## config.mk

```make
export PLATFORM = sky130hd
export DESIGN_NAME = fir_coef_loader
export DESIGN_NICKNAME = d
export VERILOG_FILES = /design/src/rtl/fir_pkg.sv /design/src/rtl/fir_coef_bank.sv /design/src/rtl/fir_coef_loader.sv
export SDC_FILE = /design/constraint.sdc
export NUM_CORES = 1
export LEC_CHECK = 0
export CORE_UTILIZATION = 52
export DETAILED_ROUTE_END_ITERATION = 10
export GPL_TIMING_DRIVEN = 0
export PLACE_DENSITY = 0.9
export SYNTH_ARGS = -nofsm -noshare
export SYNTH_HDL_FRONTEND = slang
export SYNTH_SLANG_ARGS = --single-unit
```

## constraint.sdc

```tcl
create_clock -name clk -period 4.8 [get_ports clk]
set_clock_uncertainty 0.1 [all_clocks]
set_input_delay 0.48 -clock clk [delete_from_list [all_inputs] [get_ports clk]]
set_output_delay 0.48 -clock clk [all_outputs]
set_load 0.05 [all_outputs]
```

## src/rtl/fir_pkg.sv

```systemverilog
// Shared constants, loader state encoding and index-width helper for the FIR coefficient loader.
package fir_pkg;

  localparam int TAPS_DEF       = 4;
  localparam int DATA_WIDTH_DEF = 16;

  typedef enum logic [1:0] {
    LOAD   = 2'd0,
    COMMIT = 2'd1,
    DRAIN  = 2'd2
  } loader_state_e;

  // Index width that stays at least one bit for a single-tap build.
  function automatic int idx_width(input int taps);
    return (taps > 1) ? $clog2(taps) : 1;
  endfunction

endpackage

```

## src/rtl/fir_coef_bank.sv

```systemverilog
// Shadow and active coefficient register arrays; the active bank is replaced
// in one edge by the commit strobe so the filter never sees a partial update.
module fir_coef_bank
  import fir_pkg::*;
#(
  parameter int TAPS       = TAPS_DEF,
  parameter int DATA_WIDTH = DATA_WIDTH_DEF,
  parameter int IDX_W      = idx_width(TAPS)
) (
  input  logic                             clk,
  input  logic                             rst,
  input  logic                             wr_en,
  input  logic [IDX_W-1:0]                 wr_idx,
  input  logic [DATA_WIDTH-1:0]            wr_data,
  input  logic                             commit,
  output logic [TAPS-1:0][DATA_WIDTH-1:0]  active
);

  logic [TAPS-1:0][DATA_WIDTH-1:0] shadow;

  always_ff @(posedge clk or posedge rst) begin
    if (rst) begin
      shadow <= '0;
    end else if (wr_en) begin
      shadow[wr_idx] <= wr_data;
    end
  end

  always_ff @(posedge clk or posedge rst) begin
    if (rst) begin
      active <= '0;
    end else if (commit) begin
      active <= shadow;
    end
  end

endmodule

```

## src/rtl/fir_coef_loader.sv

```systemverilog
// Streams TAPS coefficient words into a shadow bank and commits them atomically.
// Optional registered readback port enabled by FIR_COEF_LOADER_READBACK_EN.
module fir_coef_loader
  import fir_pkg::*;
#(
  parameter int TAPS       = TAPS_DEF,
  parameter int DATA_WIDTH = DATA_WIDTH_DEF,
  localparam int IDX_W     = idx_width(TAPS)
) (
  input  logic                             clk,
  input  logic                             rst,
  input  logic                             s_valid,
  output logic                             s_ready,
  input  logic [DATA_WIDTH-1:0]            s_data,
  input  logic                             s_last,
  output logic [TAPS-1:0][DATA_WIDTH-1:0]  w_N,
  output logic                             coef_update,
  output logic                             load_err,
  output logic                             busy
`ifdef FIR_COEF_LOADER_READBACK_EN
  ,
  input  logic [IDX_W-1:0]                 rd_idx,
  output logic [DATA_WIDTH-1:0]            rd_data
`endif
);

  localparam logic [IDX_W-1:0] LAST_IDX = IDX_W'(TAPS - 1);

  loader_state_e state, state_nxt;
  logic [IDX_W-1:0] idx;
  logic accept, at_last, wr_en, commit, err_set;

  assign accept  = s_valid && s_ready;
  assign at_last = (idx == LAST_IDX);

  always_ff @(posedge clk or posedge rst) begin
    if (rst) begin
      state <= LOAD;
    end else begin
      state <= state_nxt;
    end
  end

  always_comb begin
    state_nxt = state;
    case (state)
      LOAD: begin
        if (accept && at_last) begin
          state_nxt = s_last ? COMMIT : DRAIN;
        end
      end
      COMMIT: state_nxt = LOAD;
      DRAIN: begin
        if (accept && s_last) begin
          state_nxt = LOAD;
        end
      end
      default: state_nxt = LOAD;
    endcase
  end

  // A short sequence and an over-long one are both malformed: exactly one of
  // "last word" and "last index" is true at the accepting edge.
  always_comb begin
    s_ready = !rst && (state != COMMIT);
    wr_en   = accept && (state == LOAD);
    commit  = (state == COMMIT);
    err_set = wr_en && (s_last ^ at_last);
  end

  always_ff @(posedge clk or posedge rst) begin
    if (rst) begin
      idx         <= '0;
      load_err    <= 1'b0;
      coef_update <= 1'b0;
    end else begin
      load_err    <= err_set;
      coef_update <= commit;
      if (wr_en) begin
        idx <= (s_last || at_last) ? '0 : idx + 1'b1;
      end
    end
  end

  assign busy = (idx != '0) || (state != LOAD);

  fir_coef_bank #(
    .TAPS       (TAPS),
    .DATA_WIDTH (DATA_WIDTH),
    .IDX_W      (IDX_W)
  ) u_bank (
    .clk     (clk),
    .rst     (rst),
    .wr_en   (wr_en),
    .wr_idx  (idx),
    .wr_data (s_data),
    .commit  (commit),
    .active  (w_N)
  );

`ifdef FIR_COEF_LOADER_READBACK_EN
  // Samples the active bank before any commit on the same edge lands.
  always_ff @(posedge clk or posedge rst) begin
    if (rst) begin
      rd_data <= '0;
    end else begin
      rd_data <= (32'(rd_idx) < TAPS) ? w_N[rd_idx] : '0;
    end
  end
`endif

endmodule

```

==> results_dict.tcl, run 1 <==
set metrics [dict create \
    ant_nets 0 \
    drc 0 \
    synth_top_area_cell "dfrtp_1" \
    synth.distinct_cells 20 \
    die_area_um2 10200 \
    rsz0062_at_grt "no" \
    avgSynthCellArea_um2 11.7 \
    post_drt_wl_per_cell_um 18.2 \
    peakVddDrop_mv 0.415 \
    cts_tree "built" \
    path_clk_slew_ns 0.06 \
    grt_usage 0.269 \
    r2r_start "state[0]" \
    coreArea_um2 9370 \
    fin_nets 569 \
    rows 35 \
    vias 3591 \
    cts_max_level 4 \
    ios 88 \
    slowest_stage "clkdlybuf4s50_1" \
    powerDensity_nw_per_um2 748 \
    period_share 0.664 \
    cpLargestDelayFamily "buffers and inverters" \
    synth.most_common_cell "nand2_1" \
    die_h_um 101 \
    crit_chain "or2b_1 -> inv_1 -> clkbuf_1 -> nor2_1 -> clkdlybuf4s50_1" \
    cts_sinks 134 \
    crit_start "state[0]" \
    worst_ep_arrival_time_ns 2.61 \
    firstDrtPassIters 5 \
    startpoint_type "register" \
    synth-edff-count 0 \
    worstMarginPinSlew_ns 0.656 \
    synth-seq-cells 134 \
    min_from "u_bank.shadow[50]" \
    yosys-top-cells-count "nand2_1, dfrtp_1, mux2_2, clkbuf_1, inv_1" \
    synthesis.area_um2 5090 \
    hold_viol 0 \
    grt_start_max_net_pins 71 \
    numCtsBuffers 17 \
    clockBufferDepth 2 \
    grtUsageMet2 0.460 \
    start_util 0.543 \
    cp.required_ns 4.22 \
    status "finished, final reports clean" \
    areaGrowthSynthToFinish_pct 33.0 \
    hold_class "reg -> reg" \
    cp_num_buf_inv 3 \
    slew_violations 0 \
    cts-root-buf "clkbuf_8" \
    slowest_delay_ns 0.73 \
    antenna_found_initial 0 \
    hpwl_mm 7.55 \
    io_buffer_count 87 \
    die_x_um 101 \
    postCtsSetupRepairBufs 0 \
    met3_usage 0.0569 \
    synth_area_leaders "dfrtp_1, nand2_1, mux2_2" \
    grt_pass1_vias 3872 \
    min_period_ns 3.19 \
    setup_viol 0 \
    cts_resized 0 \
    grt_pass1_wl_mm 20.0 \
    vias_per_cell 5.23 \
    max-cap-violations 0 \
    overflow 0 \
    power.total_uw 5070 \
    setup_tns_ns 0 \
    clock_latency_ns 0.51 \
    relSlewSlack 0.562 \
    wl_mm 12.5 \
    netlist_instances 437 \
    grt_util_met1 0.326 \
    clock.fmax_ghz 0.314 \
    endpoint_kind "output port" \
    grt_busiest_layer "met2" \
    ys.flop_type "dfrtp_1" \
    gp_congestion 0.755 \
    drive_above_1_share 0.192 \
    crit_type "reg -> out" \
    synth_nets 462 \
    leakagePower_uw 0.00333 \
    synth-seq-area-share 0.659 \
    yosysTopAreaCellShare 0.659 \
    yosys_warnings 0 \
    n_antenna_cell 0 \
    synthArstFlopShare 1.00 \
    critical_path.max_fanout 10 \
    postCtsHoldBufs 0 \
    drt-initial-drc-count 218 \
]
## registers in the layout, indices dropped and copies added, names as in the netlist
name,cells
load_err,1
u_bank.active,64
u_bank.shadow,64
state,2
coef_update,1
idx,2
## layout make-up
type                    instances  area [um2]
clock buffers                  18         418
fillers                       613        2600
plain buffers                  18        95.1
well taps                     129         161
multi-input cells             279        1620
repair buffers                 88         898
inverters                       6        27.5
clock inverters                14         199
flip-flops and latches        134        3350
## layout by cell type, fill, tap and decap left out, types with 4 or more instances in the layout
cell type / n
clkbuf_16: 16
ha_1: 5
dfrtp_1: 134
mux2_2: 64
inv_1: 5
buf_1: 5
clkinvlp_4: 4
bufinv_16: 4
clkdlybuf4s50_1: 87
nand2_1: 193
clkbuf_1: 9
inv_6: 4
## path summary, 6_finish.rpt
kind                                     end  slack [ns]  depth (start not counted)
max                                  s_ready        1.61                          5
min                        u_bank.active[50]        0.36                          2
max in group asynchronous  u_bank.shadow[22]        3.41                          3
min in group asynchronous           state[0]        0.46                          2
max reg2reg                u_bank.active[52]        2.75                          5
min reg2reg                u_bank.active[50]        0.36                          2
## report_power, final
part	switching (uW)	total [uW]	internal (uW)
logic	1140	1830	683
clock network	494	1340	848
registers	289	1900	1610
total	1930	5070	3140
## tightest hold or removal path, delay by kind of cell (launching register included)
kind / cells / cell delay (ns)
flops: 1 / 0.34
simple gates: 2 / 0.10
## per-stage QoR
stage               setup slack [ns]  std cells   util  cell area (um2)  hold WS, ns
floorplan                      0.637        437      -             5090        0.333
global placement              -0.921        653  0.653             6120        0.341
detailed placement              2.19        654  0.657             6160        0.350
CTS                             1.61        686  0.723             6770        0.364
global route                    1.50        686  0.723             6770        0.389
finish                          1.61        686  0.723             6770        0.364
## metal layers
layer  part of all wire  routed length, um
met5                  0                  0
met4              0.031                383
met3              0.045                559
met2               0.52               6460
met1               0.41               5060
## logic make-up after synthesis
| group | count (synthesis) | share of synthesized area |
|---|---|---|
| AND/OR/NAND/NOR | 206 | 0.160 |
| flip-flops | 134 | 0.659 |
| multiplexers | 64 | 0.142 |
| buffers and inverters | 24 | 0.0231 |
| adder cells (fa/ha/maj) | 5 | 0.0123 |
| AO/OA/AOI/OAI | 4 | 0.00442 |
No activity file was read; power rests on OpenSTA's default activity.
==> inputs of run 2 (changes only) <==
==> constraint.sdc (replaced) <==
create_clock -name clk -period 3.1 [get_ports clk]
set_clock_uncertainty 0.1 [all_clocks]
set_input_delay 0.31 -clock clk [delete_from_list [all_inputs] [get_ports clk]]
set_output_delay 0.31 -clock clk [all_outputs]
set_load 0.05 [all_outputs]
==> run 2 against run 1 <==
  * Final area is 0.67% higher
  * Sequential cell count stayed put
  * Sequential share of layout area is 0.33 points lower
  * Via count is 1.1% higher
  * Cell count is 0.15% higher
  * Global-route usage hardly changed
  * Die area stayed put
  * Total power is 55% higher
  * Clock power is 57% higher
  * Worst hold slack worse by 0.097 ns
  * Utilization is 0.48 points higher
  * First-iteration DRC count is 3.2% lower
==> results_dict.tcl, run 2 (synthesis gave the netlist of run 1 again) <==
set metrics [dict create \
    hpwl_mm 8.02 \
    startpoint_type "register" \
    max-cap-violations 0 \
    combinationalPowerShare 0.359 \
    n_fill_cell 625 \
    die_x_um 101 \
    path_clk_slew_ns 0.06 \
    design_area_um2 6820 \
    switching_share 0.379 \
    postCtsSetupRepairBufs 0 \
    endpoint_kind "output port" \
    vias_per_cell 5.28 \
    netSwitchingPower_uw 2990 \
    overflow 0 \
    setup_viol 0 \
    gp_congestion 0.739 \
    worst_ep_arrival_time_ns 2.39 \
    drt-initial-drc-count 211 \
    cp_num_buf_inv 2 \
    firstDrtPassIters 4 \
    place_area_um2 6190 \
    status "finished, final reports clean" \
    hold_class "in -> async" \
    grt_start_max_net_pins 47 \
    postCtsHoldBufs 0 \
    fin_nets 570 \
    critical_path.max_fanout 12 \
    slowest_stage "clkdlybuf4s50_1" \
    seq_power_share 0.373 \
    peakVddDrop_mv 0.577 \
    cp.depth 4 \
    whs_ns 0.267 \
    hold_viol 0 \
    setup_tns_ns 0 \
    start_util 0.543 \
    clock_latency_ns 0.53 \
    antenna_found_initial 0 \
    cts_max_level 4 \
    ant_nets 0 \
    grt_pass1_vias 3905 \
    dp_cells 656 \
    stdcell_count 687 \
    powerDensity_nw_per_um2 1160 \
    wl_mm 12.4 \
    n_antenna_cell 0 \
    period_share 0.903 \
    cts_tree "built" \
    slowest_delay_ns 0.71 \
    final_common_cell "nand2_1" \
    rows 35 \
    clockBufferDepth 2 \
    pwr-share-clk 0.268 \
    slew_violations 0 \
    worstMarginPinSlew_ns 0.616 \
    final_cell_mix "nand2_1, dfrtp_1, clkdlybuf4s50_1" \
    finish.utilization 0.728 \
    r2r_start "state[0]" \
    top_regs "u_bank.active (64), u_bank.shadow (64)" \
    grt_usage 0.268 \
    leakagePower_uw 0.00335 \
    min_period_ns 2.80 \
    vias 3629 \
    drc 0 \
    crit_type "reg -> out" \
    coreArea_um2 9370 \
    areaGrowthSynthToFinish_pct 33.9 \
    clock.fmax_ghz 0.357 \
    cts_sinks 134 \
    cp.required_ns 2.69 \
    ios 88 \
    drive_above_1_share 0.197 \
    post_drt_wl_per_cell_um 18.1 \
    cts_resized 0 \
    rsz0062_at_grt "no" \
    rr_endpoint "u_bank.active[2]" \
    numCtsBuffers 17 \
    die_area_um2 10200 \
    r2r_cells 6 \
    multi_input_area_um2 1620 \
    relSlewSlack 0.589 \
    intPower_uw 4890 \
    cts-root-buf "clkbuf_8" \
    grt_pass1_wl_mm 19.9 \
    critPathCapture "s_ready" \
    die_h_um 101 \
    io_buffer_count 87 \
    crit_start "state[0]" \
    register_area_um2 3350 \
    crit_chain "or2b_1 -> inv_1 -> nor2_1 -> clkdlybuf4s50_1" \
    cpLargestDelayFamily "buffers and inverters" \
    r2r_setup_slack_ns 0.82 \
]
==> run 2: changes by cell type in the layout (fill, tap and decap cells not counted), sizes merged <==
cell | before | now
buf | 10 | 12
inv | 9 | 7
clkbuf | 27 | 26
clkinv | 3 | 4
clkinvlp | 4 | 5
==> run 2: stage by stage <==
| step | power, uW | setup slack [ns] |
|---|---|---|
| floorplan | 4740 | 1.02 |
| global placement | 5580 | -0.121 |
| detailed placement | 5750 | 0.617 |
| CTS | 7900 | 0.0732 |
| global route | 8180 | 0.192 |
| finish | 7880 | 0.300 |
==> run 2: how the worst min path moves through the flow <==
| stage | slack (ns) | endpoint |
|---|---|---|
| after floorplan | 0.30 | state[1] |
| after global placement | 0.34 | u_bank.active[58] |
| after CTS | 0.27 | u_bank.active[63] |
| after detailed placement | 0.35 | u_bank.active[32] |
| after global routing | 0.30 | u_bank.active[63] |
| final | 0.27 | u_bank.active[63] |
==> run 2: power by group through the flow <==
stage | clock [uW] | sequential [uW] | combinational [uW]
2_1_floorplan | 0 | 3920 | 824
3_3_place_gp | 0 | 2870 | 2700
3_5_place_dp | 0 | 2930 | 2810
4_1_cts | 2120 | 2930 | 2850
5_1_grt | 2210 | 3000 | 2970
6_report | 2110 | 2940 | 2830
==> run 2: layer usage <==
layer	vias to the layer above	routed length, um	global-route usage
li1	1611	-	-
met2	137	6430	0.449
met4	0	344	0.120
met3	33	782	0.0721
met5	-	0	0
met1	1848	4850	0.327
==> run 2: final cells by class <==
cell class | count | share of cell area
plain buffers | 17 | 0.0134
clock buffers | 18 | 0.0628
clock inverters | 14 | 0.0292
inverters | 6 | 0.00385
multi-input cells | 279 | 0.238
flip-flops and latches | 134 | 0.492
well taps | 129 | 0.0237
repair buffers | 90 | 0.138
==> inputs of run 3 (changes only) <==
--- a/config.mk
+++ b/config.mk
@@ -8,7 +8,7 @@
 export CORE_UTILIZATION = 52
 export DETAILED_ROUTE_END_ITERATION = 10
 export GPL_TIMING_DRIVEN = 0
-export PLACE_DENSITY = 0.9
+export PLACE_DENSITY = 0.83
 export SYNTH_ARGS = -nofsm -noshare
 export SYNTH_HDL_FRONTEND = slang
 export SYNTH_SLANG_ARGS = --single-unit
==> run 3 against run 2 <==
  * Total power fell by 0.92%
  * Non-clock buffer count unchanged
  * Maximum frequency is 0.66% higher
  * Sequential cell count unchanged
  * Clock power barely moved
  * Combinational power barely moved
  * Via count shrank 2.8%
  * First-iteration DRC count fell by 20%
  * Worst hold slack got worse by 0.011 ns
  * Critical path type unchanged
  * Critical endpoint unchanged
  * Largest power group unchanged
==> results_dict.tcl, run 3 (synthesis gave the netlist of run 1 again) <==
set metrics [dict create \
    status "finished, final reports clean" \
    worstMarginPinSlew_ns 0.648 \
    powerDensity_nw_per_um2 1150 \
    grt_pass1_wl_mm 19.0 \
    top_regs "u_bank.active (64), u_bank.shadow (64)" \
    setup_viol 0 \
    areaGrowthSynthToFinish_pct 33.6 \
    final_cell_mix "nand2_1, dfrtp_1, clkdlybuf4s50_1" \
    antenna_found_initial 0 \
    drive_above_1_share 0.195 \
    leakagePower_uw 0.00335 \
    die_area_um2 10200 \
    cts_tree "built" \
    overflow 0 \
    io_buffer_count 87 \
    start_util 0.543 \
    cp.required_ns 2.69 \
    period_share 0.897 \
    firstDrtPassIters 5 \
    rows 35 \
    hold_class "in -> async" \
    grt_start_max_net_pins 46 \
    vias 3527 \
    rsz0062_at_grt "no" \
    numCtsBuffers 17 \
    final_common_cell "nand2_1" \
    startpoint_type "register" \
    drc 0 \
    cts_sinks 134 \
    max-cap-violations 0 \
    clock_latency_ns 0.53 \
    relSlewSlack 0.568 \
    post_drt_wl_per_cell_um 17.3 \
    peakVddDrop_mv 0.794 \
    worst_ep_arrival_time_ns 2.37 \
    postCtsHoldBufs 0 \
    crit_type "reg -> out" \
    postCtsSetupRepairBufs 0 \
    clock.fmax_ghz 0.360 \
    n_fill_cell 624 \
    cts_max_level 4 \
    die_h_um 101 \
    coreArea_um2 9370 \
    n_antenna_cell 0 \
    cts_resized 0 \
    slew_violations 0 \
    die_x_um 101 \
    hold_viol 0 \
    ant_nets 0 \
    crit_chain "or2b_1 -> inv_1 -> nor2_1 -> clkdlybuf4s50_1" \
    whs_ns 0.256 \
    grt_usage 0.259 \
    min_period_ns 2.78 \
    wl_mm 11.9 \
    critical_path.max_fanout 12 \
    fin_nets 570 \
    endpoint_kind "output port" \
    drt-initial-drc-count 168 \
    r2r_cells 6 \
    finish.utilization 0.726 \
    ios 88 \
    hpwl_mm 7.70 \
    slowest_delay_ns 0.71 \
    vias_per_cell 5.13 \
    clockBufferDepth 2 \
    cts-root-buf "clkbuf_8" \
    slowest_stage "clkdlybuf4s50_1" \
    path_clk_slew_ns 0.06 \
    gp_congestion 0.744 \
    grt_pass1_vias 3686 \
]
## run 3: cell type report
| cell class | instances | area, um2 | share of cell area |
|---|---|---|---|
| buffer | 17 | 91.3 | 0.0134 |
| inverter | 6 | 26.3 | 0.00386 |
| multi-input combinational | 279 | 1620 | 0.238 |
| clock inverter | 14 | 203 | 0.0298 |
| tap | 129 | 161 | 0.0237 |
| clock buffer | 18 | 418 | 0.0614 |
| timing repair buffer | 90 | 931 | 0.137 |
| sequential | 134 | 3350 | 0.493 |
## run 3: stage by stage
step | cells | total power [uW] | setup WS (ns) | TNS (ns) | instance area (um2)
6_report | 687 | 7810 | 0.319 | 0 | 6800
5_1_grt | 687 | 8140 | 0.218 | 0 | 6800
4_1_cts | 688 | 7840 | 0.0845 | 0 | 6810
3_5_place_dp | 656 | 5720 | 0.634 | 0 | 6190
3_3_place_gp | 653 | 5580 | -0.146 | -18.71 | 6130
2_1_floorplan | 437 | 4740 | 1.02 | 0 | 5090
## run 3: critical path: cells and delay by family (launching register included)
kind | cells | cell delay [ns]
buffers and inverters | 2 | 1.05
AND/OR/NAND/NOR | 2 | 0.35
flip-flops | 1 | 0.44
## run 3: metal layers
| layer | part of all wire | track usage | up-vias |
|---|---|---|---|
| met1 | 0.41 | 0.312 | 1758 |
| met2 | 0.51 | 0.434 | 123 |
| met4 | 0.024 | 0.123 | 0 |
| li1 | - | - | 1620 |
| met5 | 0 | 0 | - |
| met3 | 0.054 | 0.0721 | 26 |
## run 3: path summary, 6_finish.rpt
check | endpoint | slack, ns | start
worst max-delay path | s_ready | 0.32 | state[1]
worst min-delay path | idx[1] | 0.26 | rst
worst max register to register | u_bank.active[24] | 0.84 | state[1]
worst min register to register | u_bank.active[60] | 0.36 | u_bank.shadow[60]
max in group asynchronous | u_bank.shadow[23] | 2.04 | rst
min in group clk | state[0] | 0.26 | s_last
## run 3: where the power goes
part | switching [uW] | total, uW | internal (uW)
Sequential | 426 | 2920 | 2490
Clock | 765 | 2080 | 1310
Combinational | 1750 | 2810 | 1060
